## src/rtl/load_store_unit.sv

```systemverilog
`default_nettype none
// ----------------------------------------------------------------------------
// load_store_unit : RISC-V load/store initiator for a 64-bit word memory
// Rev 1.0
// ----------------------------------------------------------------------------
module load_store_unit #(
  parameter int ADDRSIZE = 64,
  parameter int WORDSIZE = 64
) (
  input  logic                clk,
  input  logic                rst,
  input  logic                req_valid,
  output logic                req_ready,
  input  logic                req_we,
  input  logic [2:0]          req_funct3,
  input  logic [ADDRSIZE-1:0] req_addr,
  input  logic [WORDSIZE-1:0] req_wdata,
  output logic                resp_valid,
  output logic [WORDSIZE-1:0] resp_rdata,
  output logic                resp_err,
  output logic                mem_wren,
  output logic                mem_rden,
  output logic [ADDRSIZE-1:0] mem_addr,
  output logic [WORDSIZE-1:0] mem_d,
  input  logic [WORDSIZE-1:0] mem_q
);

  typedef enum logic [1:0] {
    IDLE  = 2'd0,
    READ  = 2'd1,
    WRITE = 2'd2,
    RESP  = 2'd3
  } state_t;

  state_t r_state, w_next;

  logic                r_we;
  logic [2:0]          r_funct3;
  logic [ADDRSIZE-1:0] r_addr;
  logic [WORDSIZE-1:0] r_wdata;
  logic [WORDSIZE-1:0] r_memd;
  logic [WORDSIZE-1:0] r_rdata;
  logic                r_err;

  logic                w_accept, w_illegal, w_misal, w_req_err, w_req_sd;
  logic [2:0]          w_off;
  logic [WORDSIZE-1:0] w_lane, w_load, w_wsh, w_mask, w_merged;
  logic [7:0]          w_bmask;
  logic                w_sx;

  // Request decode at the acceptance edge
  always_comb begin
    w_off     = req_addr[2:0];
    w_accept  = (r_state == IDLE) && req_valid;
    w_illegal = req_we ? req_funct3[2] : (req_funct3 == 3'b111);
    w_misal   = 1'b0;
    case (req_funct3[1:0])
      2'b01:   w_misal = w_off[0];
      2'b10:   w_misal = (w_off[1:0] != 2'b00);
      2'b11:   w_misal = (w_off != 3'b000);
      default: w_misal = 1'b0;
    endcase
    w_req_err = w_illegal | w_misal;
    w_req_sd  = req_we && (req_funct3[1:0] == 2'b11);
  end

  // Load extraction and store merge, both working on the live mem_q
  always_comb begin
    w_lane = mem_q >> {r_addr[2:0], 3'b000};
    w_load = mem_q;
    case (r_funct3[1:0])
      2'b00: begin
        w_sx   = ~r_funct3[2] & w_lane[7];
        w_load = {{56{w_sx}}, w_lane[7:0]};
      end
      2'b01: begin
        w_sx   = ~r_funct3[2] & w_lane[15];
        w_load = {{48{w_sx}}, w_lane[15:0]};
      end
      2'b10: begin
        w_sx   = ~r_funct3[2] & w_lane[31];
        w_load = {{32{w_sx}}, w_lane[31:0]};
      end
      default: begin
        w_sx   = 1'b0;
        w_load = mem_q;
      end
    endcase

    case (r_funct3[1:0])
      2'b00:   w_bmask = 8'h01 << r_addr[2:0];
      2'b01:   w_bmask = 8'h03 << r_addr[2:0];
      2'b10:   w_bmask = 8'h0F << r_addr[2:0];
      default: w_bmask = 8'hFF;
    endcase
    w_mask = '0;
    for (int i = 0; i < 8; i++) begin
      w_mask[i*8 +: 8] = {8{w_bmask[i]}};
    end
    w_wsh    = r_wdata << {r_addr[2:0], 3'b000};
    w_merged = (mem_q & ~w_mask) | (w_wsh & w_mask);
  end

  always_ff @(posedge clk or negedge rst) begin
    if (!rst) r_state <= IDLE;
    else      r_state <= w_next;
  end

  always_comb begin
    w_next = r_state;
    case (r_state)
      IDLE: begin
        if (req_valid) begin
          if (w_req_err)     w_next = RESP;
          else if (w_req_sd) w_next = WRITE;
          else               w_next = READ;
        end
      end
      READ:    w_next = r_we ? WRITE : RESP;
      WRITE:   w_next = RESP;
      default: w_next = IDLE;
    endcase
  end

  // Response fields only change on the edge that enters RESP
  always_ff @(posedge clk or negedge rst) begin
    if (!rst) begin
      r_we     <= 1'b0;
      r_funct3 <= '0;
      r_addr   <= '0;
      r_wdata  <= '0;
      r_memd   <= '0;
      r_rdata  <= '0;
      r_err    <= 1'b0;
    end else begin
      case (r_state)
        IDLE: begin
          if (w_accept) begin
            r_we     <= req_we;
            r_funct3 <= req_funct3;
            r_addr   <= req_addr;
            r_wdata  <= req_wdata;
            if (w_req_err) begin
              r_err   <= 1'b1;
              r_rdata <= '0;
            end else if (w_req_sd) begin
              r_memd  <= req_wdata;
            end
          end
        end
        READ: begin
          if (r_we) begin
            r_memd <= w_merged;
          end else begin
            r_rdata <= w_load;
            r_err   <= 1'b0;
          end
        end
        WRITE: begin
          r_rdata <= '0;
          r_err   <= 1'b0;
        end
        default: ;
      endcase
    end
  end

  assign req_ready  = (r_state == IDLE);
  assign resp_valid = (r_state == RESP);
  assign resp_rdata = r_rdata;
  assign resp_err   = r_err;
  assign mem_rden   = (r_state == READ);
  assign mem_wren   = (r_state == WRITE);
  assign mem_addr   = {3'b000, r_addr[ADDRSIZE-1:3]};
  assign mem_d      = r_memd;

endmodule
`default_nettype wire

```

## config.mk

```make
export PLATFORM = sky130hd
export DESIGN_NAME = load_store_unit
export DESIGN_NICKNAME = d
export VERILOG_FILES = /design/src/rtl/load_store_unit.sv
export SDC_FILE = /design/constraint.sdc
export NUM_CORES = 1
export LEC_CHECK = 0
export CAP_MARGIN = 25
export CORE_MARGIN = 5
export CORE_UTILIZATION = 54
export DETAILED_ROUTE_END_ITERATION = 16
export GPL_TIMING_DRIVEN = 0
export PLACE_DENSITY = 0.95
export REMOVE_ABC_BUFFERS = 1
export SYNTH_ARGS = -nofsm -noshare
export SYNTH_HDL_FRONTEND = slang
export SYNTH_SLANG_ARGS = --single-unit
```

## constraint.sdc

```tcl
create_clock -name clk -period 4.3 [get_ports clk]
set_input_delay 1.29 -clock clk [delete_from_list [all_inputs] [get_ports clk]]
set_output_delay 1.29 -clock clk [all_outputs]
set_load 0.005 [all_outputs]
```

==> key figures, run 1 <==
Pwr
  • Sw Share: 0.426
  • Cell Pwr Density: 842 nW/um^2
  • Part of the power in registers: 0.291
  • Maximum VDD drop: 0.634 mV
  • Clock power share: 0.158
  • Logic pwr share: 0.551
  • Internal Power: 0.00969 W
  • Sw power: 0.00719 W
  • Leakage: 8.17 nW

Clocking
  • Depth of the CTS H-tree: 1
  • CTS Buf Count: 30
  • Setup bufs post-CTS: 0
  • # hold bufs at CTS: 0
  • CTS Root Cell: clkbuf_16
  • Clock tree sinks: 263
  • Post-cts sizing count: 1
  • Clock buffer depth: 3
  • CTS tree: done
  • Clk_lat worst skew: 0.56 ns
  • Worst-path clk slew: 0.06 ns

Worst hold path
  • Hold Crit Class: reg -> reg

Cells and area
  • Share of post-route cells with drive strength above 1: 0.147
  • Fin area: 20000 sq um
  • Most common cell after layout, fill and taps aside: clkdlybuf4s50_1
  • Syn-to-layout area delta: 33.0%
  • Ant. Diodes: 0
  • Nets: 1990
  • Most frequent cells in the layout: clkdlybuf4s50_1, dfrtp_1, nand2_1, o21ai_0, mux2_2

Worst setup path
  • Crit path buffers/inverters: 2
  • CP Max Fanout: 71
  • Setup CP Type: reg -> reg
  • WP data arrival: 4.39 ns
  • Slowest stage delay, CP: 1.03 ns
  • R2r setup slk: 0.35 ns
  • Slowest CP cell: dfrtp_4
  • Critical Path RT: 4.74 ns
  • CP top delay family: compound AO/OA/AOI/OAI gates
  • CP endpoint kind: flop
  • CP Cell Sequence: buf_16 > mux2_1 > a21oi_1 > o22ai_1 > a211oi_4 > a21boi_4 > buf_12 > a22o_1
  • Crit start category: flop

Routing
  • Drt initial violations: 1781
  • Initial DRT Pass Iterations: 6
  • Wire per inst: 26.5 um
  • Final ANT Viol Nets: 0
  • Drt via density: 6.51
  • DRC viols: 0
  • Vias: 14194
  • Final wirelength: 57800 um

STA
  • Max Freq: 253 MHz
  • Final min period: 3.95 ns
  • Final setup fails: 0
  • Slew @ Worst Pin: 1.13 ns
  • Setup repair after global routing missed its margin: no
  • Fin. Hold Viols: 0
  • Final Slew Violations: 0
  • Setup TNS: 0 ns
  • Clk_skew: 0.0194 ns
  • Slew headroom: 0.245
  • Final Cycle Share: 0.918

Synthesis
  • Synth area leader: dfrtp_1
  • Post-synthesis register bit count: 263
  • Synth Instances: 1510
  • Ys async rst share: 1.00
  • Most used DFF post-synth: dfrtp_1
  • Synth cell types: 62
  • Ys Warns: 0
  • Share of the synthesized area in the top cell type: 0.437
  • Post-synth EDFFs: 0
  • Sequential area share after synthesis: 0.437
  • Avg Cell Area, Syn: 9.98 sq um
  • Synth Cell Area: 15100 sq um
  • Area contributors post-synth: dfrtp_1, mux2_2, mux2i_1

Place
  • HPWL after DPL: 39300 um
  • PortBufs: 392
  • Post-place instance area: 19000 sq um
  • RD Place Congestion: 0.898

Global route
  • Initial antenna violation count: 0
  • Pin count of the biggest net entering global routing: 110
  • First-pass GRT wire length: 87400 um
  • Overflow after GRT: 0
  • Vias in the first global route: 14869
  • GRT Util Overall: 0.360

Floorplan
  • Site Rows: 61
  • Die X: 177 um
  • Die ar.: 31400 sq um
  • # IOs: 396
  • Die height: 177 um
  • Initial Util: 0.544
  • Floorplan core area: 27700 sq um

Run status
  • Outcome: finished clean

Flow run
  • # Max-Cap Violations: 0
-- metal layers --
layer | track usage | routed length (um) | vias up
met2 | 0.583 | 26700 | 1167
li1 | - | - | 5920
met3 | 0.0981 | 6930 | 299
met5 | 0 | 0 | -
met4 | 0.203 | 4120 | 0
met1 | 0.434 | 20100 | 6808
-- per-stage QoR --
step / hold slack, ns / util / setup WS, ns / power (W) / instances
finish: 0.483 / 0.723 / 0.353 / 0.0169 / 2182
global placement: 0.464 / 0.666 / -9.27 / 0.0134 / 2102
detailed placement: 0.472 / 0.685 / -0.363 / 0.0138 / 2125
CTS: 0.485 / 0.722 / 0.109 / 0.0166 / 2180
floorplan: 0.473 / - / -3.22 / 0.00944 / 1332
global route: 0.501 / 0.723 / 0.154 / 0.0177 / 2182
-- worst min-delay path: stages, from the launching register on --
cell and delay [ns]:
dfrtp_1 0.34, nand2_1 0.04, o21ai_0 0.06
-- state kept, by name, indices dropped and copies added, names as in the netlist --
register / flops
r_we: 1
mem_d: 64
r_wdata: 64
resp_rdata: 64
r_state: 2
r_addr: 64
r_funct3: 3
resp_err: 1
-- area by class of cell --
class / instances / area, sq um
fill: 1819 / 7660
tap: 378 / 473
timing repair buffer: 417 / 4400
clock buffer: 40 / 820
clock inverter: 15 / 195
inverter: 30 / 114
multi-input combinational: 1039 / 7440
sequential: 263 / 6590
-- logic make-up after synthesis --
family	synth area share
AO/OA/AOI/OAI	0.190
AND/OR/NAND/NOR	0.101
flip-flops	0.437
multiplexers	0.189
buffers and inverters	0.0753
adder cells (fa/ha/maj)	0.00830
other	0.000249
-- cell usage after synthesis, types with 3 or more instances --
cell       number
inv_1          27
mux2i_1        87
nand3b_1        5
buf_4          76
clkbuf_1       70
a211oi_1       30
or2_2           4
mux4_2         15
a21oi_1        67
nor3_1          9
nand2b_1       39
buf_6           4
nor2_1         81
dfrtp_1       263
o21ai_0       150
mux2_2        144
buf_2          25
o311ai_0       17
nor2b_1        14
a311o_1         8
a221oi_1        7
a2111oi_0       6
nand3_1         8
a31oi_1        16
nand2_1       167
o21a_1          8
buf_1           5
a2bb2oi_1       3
o211ai_1       21
o32ai_1         7
and2_1          8
ha_1           10
a22o_1         34
o211a_1         7
o21ai_1        19
o22ai_1        17
-- power by group through the flow --
stage	clock [W]	sequential, W	combinational, W
floorplan	0	0.00475	0.00469
global placement	0	0.00493	0.00850
detailed placement	0	0.00487	0.00898
CTS	0.00269	0.00486	0.00909
global route	0.00280	0.00505	0.00980
finish	0.00267	0.00492	0.00929
-- final timing paths --
path / from / end / cells after the start
setup / recovery: r_addr[0] / resp_rdata[62] / 8
hold reg to reg: mem_d[18] / mem_d[18] / 2
setup reg to reg: r_addr[0] / resp_rdata[62] / 8
hold / removal: mem_d[18] / mem_d[18] / 2
max in group asynchronous: rst / r_addr[18] / 2
min in group asynchronous: rst / mem_d[57] / 1
(Power assumes the default switching activity.)
==> run 2: changes to the inputs <==
--- a/config.mk
+++ b/config.mk
@@ -8,6 +8,7 @@
 export CAP_MARGIN = 25
 export CORE_MARGIN = 5
 export CORE_UTILIZATION = 54
+export CTS_CLUSTER_SIZE = 40
 export DETAILED_ROUTE_END_ITERATION = 16
 export GPL_TIMING_DRIVEN = 0
 export PLACE_DENSITY = 0.95
==> run 2 against run 1 <==
Maximum frequency fell by 0.78%. First-iteration DRC count fell by 3.9%. Sequential power about the same. Non-clock buffer count is the same. Global-route usage barely moved. Utilization increased by 0.086 points. Worst hold slack improved by 0.00050 ns. Routed wire length down 0.17%. Cell count unchanged. Sequential share of layout area is essentially flat. Register-to-register slack got worse by 0.03 ns. Via count up 0.41%. Critical endpoint is now resp_rdata[36]. Largest cell class unchanged. Highest routed layer unchanged.
==> key figures, run 2 (synthesis results as in run 1) <==
Cells and area
  • Nets: 1990 (unchanged)
  • Fin area: 20100 sq um (was 20000 sq um)
  • Syn-to-layout area delta: 33.1% (was 33.0%)
  • Most common cell after layout, fill and taps aside: clkdlybuf4s50_1 (unchanged)
  • Most frequent cells in the layout: clkdlybuf4s50_1, dfrtp_1, nand2_1, o21ai_0, mux2_2 (unchanged)
  • Fillers: 1813 (was 1819)
  • Share of post-route cells with drive strength above 1: 0.147 (unchanged)
  • Ant. Diodes: 0 (unchanged)

Worst setup path
  • CP Cell Sequence: buf_16 > mux2_1 > a21oi_1 > o22ai_1 > a211oi_4 > a21boi_4 > buf_12 > a22o_1 (unchanged)
  • Slowest CP cell: dfrtp_4 (unchanged)
  • Crit start category: flop (unchanged)
  • WP data arrival: 4.42 ns (was 4.39 ns)
  • CP top delay family: compound AO/OA/AOI/OAI gates (unchanged)
  • Slowest stage delay, CP: 1.03 ns (about the same)
  • Setup CP Type: reg -> reg (unchanged)
  • Reg2reg start: r_addr[0] (unchanged)
  • Critical Path Source: r_addr[0] (unchanged)
  • Critical Path RT: 4.75 ns (was 4.74 ns)
  • CP Max Fanout: 71 (unchanged)
  • CP endpoint kind: flop (unchanged)
  • Crit path buffers/inverters: 2 (unchanged)

Routing
  • Initial DRT Pass Iterations: 7 (was 6)
  • Wire per inst: 26.5 um (about the same)
  • Final wirelength: 57700 um (was 57800 um)
  • DRC viols: 0 (unchanged)
  • Drt via density: 6.53 (was 6.51)
  • Drt initial violations: 1712 (was 1781)
  • Final ANT Viol Nets: 0 (unchanged)
  • Vias: 14252 (was 14194)

Pwr
  • Internal Power: 0.00975 W (was 0.00969 W)
  • Clock power share: 0.161 (was 0.158)
  • Sw power: 0.00719 W (about the same)
  • Leakage: 8.19 nW (was 8.17 nW)
  • Sw Share: 0.424 (was 0.426)
  • Maximum VDD drop: 0.644 mV (was 0.634 mV)
  • Part of the power in registers: 0.290 (was 0.291)
  • Cell Pwr Density: 844 nW/um^2 (was 842 nW/um^2)
  • Logic pwr share: 0.549 (was 0.551)

Place
  • PortBufs: 392 (unchanged)
  • Post-place instance area: 19000 sq um (unchanged)
  • HPWL after DPL: 39300 um (unchanged)
  • RD Place Congestion: 0.898 (unchanged)
  • Pre-CTS setup slack: -0.363 ns (unchanged)

Clocking
  • CTS tree: done (unchanged)
  • Worst-path clk slew: 0.06 ns (about the same)
  • Clk_lat worst skew: 0.57 ns (was 0.56 ns)
  • Clock buffer depth: 3 (unchanged)
  • CTS Root Cell: clkbuf_16 (unchanged)
  • Depth of the CTS H-tree: 1 (unchanged)
  • CTS Buf Count: 30 (unchanged)
  • Clock tree sinks: 263 (unchanged)

STA
  • Slew headroom: 0.223 (was 0.245)
  • Fin. Hold Viols: 0 (unchanged)
  • Final Slew Violations: 0 (unchanged)
  • Slew @ Worst Pin: 1.17 ns (was 1.13 ns)
  • Final Cycle Share: 0.925 (was 0.918)
  • Max Freq: 251 MHz (was 253 MHz)
  • Final setup fails: 0 (unchanged)
  • Min setup slack post-route: 0.322 ns (was 0.353 ns)
  • Clk_skew: 0.0182 ns (was 0.0194 ns)
  • Worst hold slack: 0.484 ns (was 0.483 ns)
  • Final min period: 3.98 ns (was 3.95 ns)
  • Setup repair after global routing missed its margin: no (unchanged)

Worst hold path
  • Worst Min Path Start: resp_rdata[18] (was mem_d[18])
  • Hold Crit Class: reg -> reg (unchanged)

Floorplan
  • Initial Util: 0.544 (unchanged)
  • Die X: 177 um (unchanged)
  • # IOs: 396 (unchanged)
  • Die ar.: 31400 sq um (unchanged)
  • Site Rows: 61 (unchanged)
  • Die height: 177 um (unchanged)
  • Floorplan core area: 27700 sq um (unchanged)

Global route
  • First-pass GRT wire length: 87400 um (about the same)
  • Vias in the first global route: 14934 (was 14869)
  • GRT Util Overall: 0.360 (about the same)
  • Pin count of the biggest net entering global routing: 110 (unchanged)
  • Overflow after GRT: 0 (unchanged)
  • Initial antenna violation count: 1 (was 0)

Flow run
  • # Max-Cap Violations: 0 (unchanged)

Run status
  • Outcome: finished clean (unchanged)
==> run 2: changes by cell type in the layout (fill, tap and decap cells not counted) <==
cell	before	now
bufinv_16	4	5
clkinv_4	1	2
clkinvlp_4	5	3
==> run 2: path summary, 6_finish.rpt <==
| check | cells past startpoint | slack, ns | endpoint |
|---|---|---|---|
| hold / removal | 2 | 0.48 | resp_rdata[18] |
| max in group asynchronous | 2 | 2.73 | mem_d[13] |
| setup / recovery | 8 | 0.32 | resp_rdata[36] |
| hold reg to reg | 2 | 0.48 | resp_rdata[18] |
| setup reg to reg | 8 | 0.32 | resp_rdata[36] |
| min in group asynchronous | 1 | 0.63 | mem_d[57] |
==> run 2: metrics by stage <==
step	power, W	instances	TNS, ns	util
finish	0.0169	2182	0	0.724
global route	0.0177	2182	0	0.724
CTS	0.0167	2180	0	0.723
detailed placement	0.0138	2125	-10.96	0.685
global placement	0.0134	2102	-3365.35	0.666
floorplan	0.00944	1332	-273.40	-
==> run 2: worst min-delay path, cell delays in order, from the launching register on <==
cell and delay (ns):
dfrtp_1 0.34, nand2_1 0.05, o21ai_0 0.06
==> run 2: final cells by class <==
type / count / area (sq um) / share of cell area
clock inverter: 15 / 219 / 0.0109
clock buffer: 40 / 820 / 0.0408
inverter: 30 / 114 / 0.00567
tap: 378 / 473 / 0.0236
timing repair buffer: 417 / 4400 / 0.219
sequential: 263 / 6590 / 0.329
multi-input combinational: 1039 / 7440 / 0.371
==> run 2: power groups by stage <==
stage          registers, W  clock network (W)  logic [W]
2_1_floorplan       0.00475                  0    0.00469
3_3_place_gp        0.00493                  0    0.00850
3_5_place_dp        0.00487                  0    0.00898
4_1_cts             0.00486            0.00274    0.00909
5_1_grt             0.00505            0.00286    0.00980
6_report            0.00491            0.00273    0.00929
==> run 2: what timing repair did <==
item,CTS,global route
endpoints found under the setup margin,32,0
hold buffers,0,0
gates resized for setup,1,0
setup buffers,0,0
==> run 2: layer usage <==
layer | vias up | track usage | part of all wire
met4 | 0 | 0.216 | 0.079
met3 | 333 | 0.100 | 0.12
met2 | 1170 | 0.575 | 0.46
met5 | - | 0 | 0
li1 | 5938 | - | -
met1 | 6811 | 0.435 | 0.35
